--- src/rtl/inst_sequencer.sv ---
// rtl/inst_sequencer.sv - multi-cycle fetch/exec/writeback sequencer with PC, retire count and halt
module inst_sequencer #(
    parameter logic [63:0] PC_RESET = 64'h8000_0000
) (
    input  logic        clock,
    input  logic        reset,
    output logic        io_imem_req_valid,
    input  logic        io_imem_req_ready,
    output logic [63:0] io_imem_req_addr,
    input  logic        io_imem_resp_valid,
    input  logic [31:0] io_imem_resp_data,
    output logic [31:0] io_inst,
    input  logic [63:0] io_exu_result,
    output logic        io_rf_wen,
    output logic [4:0]  io_rf_waddr,
    output logic [63:0] io_rf_wdata,
    output logic [63:0] io_pc,
    output logic        io_halt,
    output logic        io_illegal,
    output logic [63:0] io_retire_count
);

    typedef enum logic [2:0] {
        IDLE,
        FETCH,
        WAIT_RESP,
        EXEC,
        WB,
        HALT
    } state_t;

    state_t      state;
    state_t      next_state;
    logic [63:0] pc;
    logic [63:0] wdata;
    logic [63:0] retire_count;
    logic [31:0] inst;
    logic        halt;
    logic        illegal;
    logic        is_addi;
    logic        is_ebreak;

    assign is_addi   = (inst[6:0] == 7'b0010011) && (inst[14:12] == 3'b000);
    assign is_ebreak = (inst == 32'h0010_0073);

    always_ff @(posedge clock) begin
        if (!reset) begin
            state <= IDLE;
        end else begin
            state <= next_state;
        end
    end

    always_comb begin
        next_state = state;
        case (state)
            IDLE:      next_state = FETCH;
            FETCH:     if (io_imem_req_ready) next_state = WAIT_RESP;
            WAIT_RESP: if (io_imem_resp_valid) next_state = EXEC;
            EXEC:      next_state = is_addi ? WB : HALT;
            WB:        next_state = FETCH;
            HALT:      next_state = HALT;
            default:   next_state = IDLE;
        endcase
    end

    always_ff @(posedge clock) begin
        if (!reset) begin
            pc           <= PC_RESET;
            inst         <= 32'h0;
            wdata        <= 64'h0;
            retire_count <= 64'h0;
            halt         <= 1'b0;
            illegal      <= 1'b0;
        end else begin
            case (state)
                WAIT_RESP: begin
                    if (io_imem_resp_valid) inst <= io_imem_resp_data;
                end
                EXEC: begin
                    if (is_addi) begin
                        wdata <= io_exu_result;
                    end else begin
                        halt    <= 1'b1;
                        illegal <= !is_ebreak;
                    end
                end
                WB: begin
                    // rd=x0 still retires; only the write strobe is suppressed
                    pc           <= pc + 64'd4;
                    retire_count <= retire_count + 64'd1;
                end
                default: ;
            endcase
        end
    end

    assign io_imem_req_valid = (state == FETCH);
    assign io_imem_req_addr  = pc;
    assign io_inst           = inst;
    assign io_rf_wen         = (state == WB) && (inst[11:7] != 5'd0);
    assign io_rf_waddr       = inst[11:7];
    assign io_rf_wdata       = wdata;
    assign io_pc             = pc;
    assign io_halt           = halt;
    assign io_illegal        = illegal;
    assign io_retire_count   = retire_count;

endmodule

--- config.mk ---
export PLATFORM = sky130hd
export DESIGN_NAME = inst_sequencer
export DESIGN_NICKNAME = d
export VERILOG_FILES = /design/src/rtl/inst_sequencer.sv
export SDC_FILE = /design/constraint.sdc
export NUM_CORES = 1
export LEC_CHECK = 0
export CAP_MARGIN = 40
export CORE_UTILIZATION = 44
export DETAILED_ROUTE_END_ITERATION = 8
export GPL_TIMING_DRIVEN = 0
export HOLD_SLACK_MARGIN = 0.02
export PLACE_DENSITY = 0.77
export SYNTH_ARGS = -nofsm -noshare
export SYNTH_HDL_FRONTEND = slang
export SYNTH_SLANG_ARGS = --single-unit
--- constraint.sdc ---
create_clock -name clock -period 2.9 [get_ports clock]
set_input_delay 0.435 -clock clock [delete_from_list [all_inputs] [get_ports clock]]
set_output_delay 0.435 -clock clock [all_outputs]
set_load 0.02 [all_outputs]
==> metrics.yaml <==
synth:
  synth-seq-area-share_pct: 44.4
  synth_flop_cell: "dfxtp_1"
  synth_enable_flop_cells: 0
  syn_area_per_cell_sq_um: 8.08
  netlist_area_sq_mm: 0.0102
  syn_inst: 1266
  ys_seq_elements: 227
  synth_top_area_share_pct: 44.4
  synth.distinct_cells: 47
  async_flop_share_pct: 0
  ys_top_cells_by_count: "nand2_1, dfxtp_1, a21oi_1"
  netlist_top_cells_area: "dfxtp_1, nand2_1, a21oi_1"
  ys_warn_count: 0
  synth.most_common_cell: "nand2_1"
  synth_top_area_cell: "dfxtp_1"
final_layout:
  final_nets: 1791
  syn_to_final_growth_pct: 49.5
  fin_util_pct: 67.4
  num_antenna_cells: 0
  final_layout_size_suffix_gt1_share_pct: 8.74
power:
  max-vdd-ir-drop_mv: 0.371
  switching_share_pct: 21.8
  clockPowerShare_pct: 46.4
  power_leakage_nw: 5.09
  internal-power_mw: 5.06
  seq_power_share_pct: 48.6
  switching_power_mw: 1.41
  p_comb_share_pct: 5.0
  power_density_mw_per_mm2: 423
flow_run:
  max_cap_viol_count: 0
worst_setup_path:
  arrival_ns: 2.29
  worst-path-max-fanout: 10
  critPathKind: "flop to primary output"
  r2r_slack_ns: 0.27
  cp_slowest_stage_delay_ns: 0.64
  worstPathCellList: "buf_4 > or3b_1 > buf_6 > nor2_1 > clkdlybuf4s50_1"
  crit_path_start_kind: "flop"
  worstPathRequired_ns: 2.47
  cp_slowest_cell: "clkdlybuf4s50_1"
  endpoint_kind: "primary output"
timing:
  fmax_mhz: 366
  drv_slew: 0
  post-route-period-util_pct: 94.1
  finalHoldViolCount: 0
  rsz0062_at_grt: "false"
  setup_violations: 0
  hold_ws_ns: 0.452
  period_minus_slack_ns: 2.73
  fin_setup_tns_ns: 0
  relSlewSlack_pct: 38.2
  worst_slew_pin_slew_ns: 0.919
  finalClockSkew_ns: 0.0101
clock_tree:
  clkTransAtPathRegs_ns: 0.06
  clkSinkCount: 227
  cts-resized-gates: 0
  cts_max_level: 1
  clk_latency_ns: 0.51
  clock_path_buffers: 3
  post_cts_buffers: 0
  cts_tree: "built"
  root_buffer: "clkbuf_16"
  ctsHoldBuffers: 0
  cts_made_buffers: 25
drt:
  via_per_inst: 5.36
  drc: 0
  dr.pass1.iters: 4
  vias: 10700
  routed_wl_um: 34500
  drt-initial-drc-count: 591
  wl_per_cell_um: 17.3
  ant_nets: 0
placed_design:
  gp_congestion: 0.869
  portBuffers: 392
  dp_hpwl_um: 26200
worst_hold_path:
  hold_class: "flop to flop"
grt:
  use_met3_pct: 6.25
  grt_overflow: 0
  grt_util_met1_pct: 34.7
  busiest_layer: "met2"
  met2_usage_pct: 47.6
  grt_pass1_vias: 9868
  antenna_found_initial: 0
  grt_pass1_wl_um: 53400
  grt_max_degree: 13
  track_usage_pct: 28.0
floorplanning:
  die_x_um: 155
  initial_core_util_pct: 45.1
  core_sq_mm: 0.0227
  die_h_um: 155
  num_rows: 55
  die_area_sq_mm: 0.0239
  io_pins: 397
status:
  status: "complete, no violations"
[registers in the layout (all words and copies together), names as in the netlist]
name,cells
io_retire_count,64
io_rf_wdata,64
io_imem_req_addr,62
io_inst,32
state,3
io_halt,1
io_illegal,1
[placed cells by master (no fill, tap or decap), types with 11 or more instances in the layout]
cell             count
a21oi_1            160
or4_1               20
o31ai_1             18
or3_1               44
dfxtp_1            227
buf_4               72
nand2_1            250
xor2_1              28
and3_1              11
clkdlybuf4s50_1    392
nor2_1              90
o21ai_0             46
xnor2_1             34
clkbuf_16           25
nor4_1              24
clkbuf_1            51
inv_1               13
nand4_1             45
nand3_1             53
[layer usage]
layer | vias up | routed length [um]
met5 | - | 0
met4 | 0 | 1210
met3 | 77 | 2500
met2 | 391 | 16600
met1 | 5015 | 14200
li1 | 5189 | -
[per-stage QoR]
stage	power, mW	std cells	instance area (sq um)	setup slack (ns)
after floorplan	3.32	1269	10200	0.658
after global placement	3.53	1946	14500	0.299
after detailed placement	3.53	1947	14500	0.310
final	6.47	1990	15300	0.170
after global routing	6.66	1990	15300	0.0729
after CTS	6.51	1990	15300	0.142
[cell families (layout without fill, tap and decap cells)]
family,count (synthesis),count (layout),share of synthesized area [%]
AOI/OAI and AO/OA,228,228,11.7
xor gates and xnor gates,62,62,5.31
adders and majority gates,2,2,0.244
buffers and inverters,144,580,8.25
DFF,227,227,44.4
other,1,4,0.0366
and+or+nand+nor,602,602,30.1
[power by group through the flow]
stage	Clock, mW	Sequential [mW]	Combinational (mW)
3_3_place_gp	0	3.21	0.320
6_report	3.00	3.14	0.323
3_5_place_dp	0	3.21	0.322
2_1_floorplan	0	3.22	0.100
5_1_grt	3.17	3.14	0.347
4_1_cts	3.04	3.14	0.324
[path summary, 6_finish.rpt]
path                        startpoint              endpoint  depth (start not counted)
setup / recovery              state[2]             io_rf_wen                          5
hold / removal         io_rf_wdata[15]       io_rf_wdata[15]                          2
setup reg to reg  io_imem_req_addr[12]  io_imem_req_addr[62]                          6
hold reg to reg        io_rf_wdata[15]       io_rf_wdata[15]                          2
[final cells by class]
type / instances / area (sq um)
inverter: 13 / 48.8
clock buffer: 38 / 744
sequential: 227 / 4540
fill: 1893 / 7410
multi-input combinational: 898 / 4860
clock inverter: 5 / 27.5
tap: 285 / 357
buffer: 131 / 796
timing repair buffer: 393 / 3930
[critical path: cells and delay by family, from the launching register on]
family                 cells  cell delay [ns]
buffers and inverters      3             0.97
and+or+nand+nor            2             0.51
DFF                        1             0.30
Power figures use the tool's default switching activity.
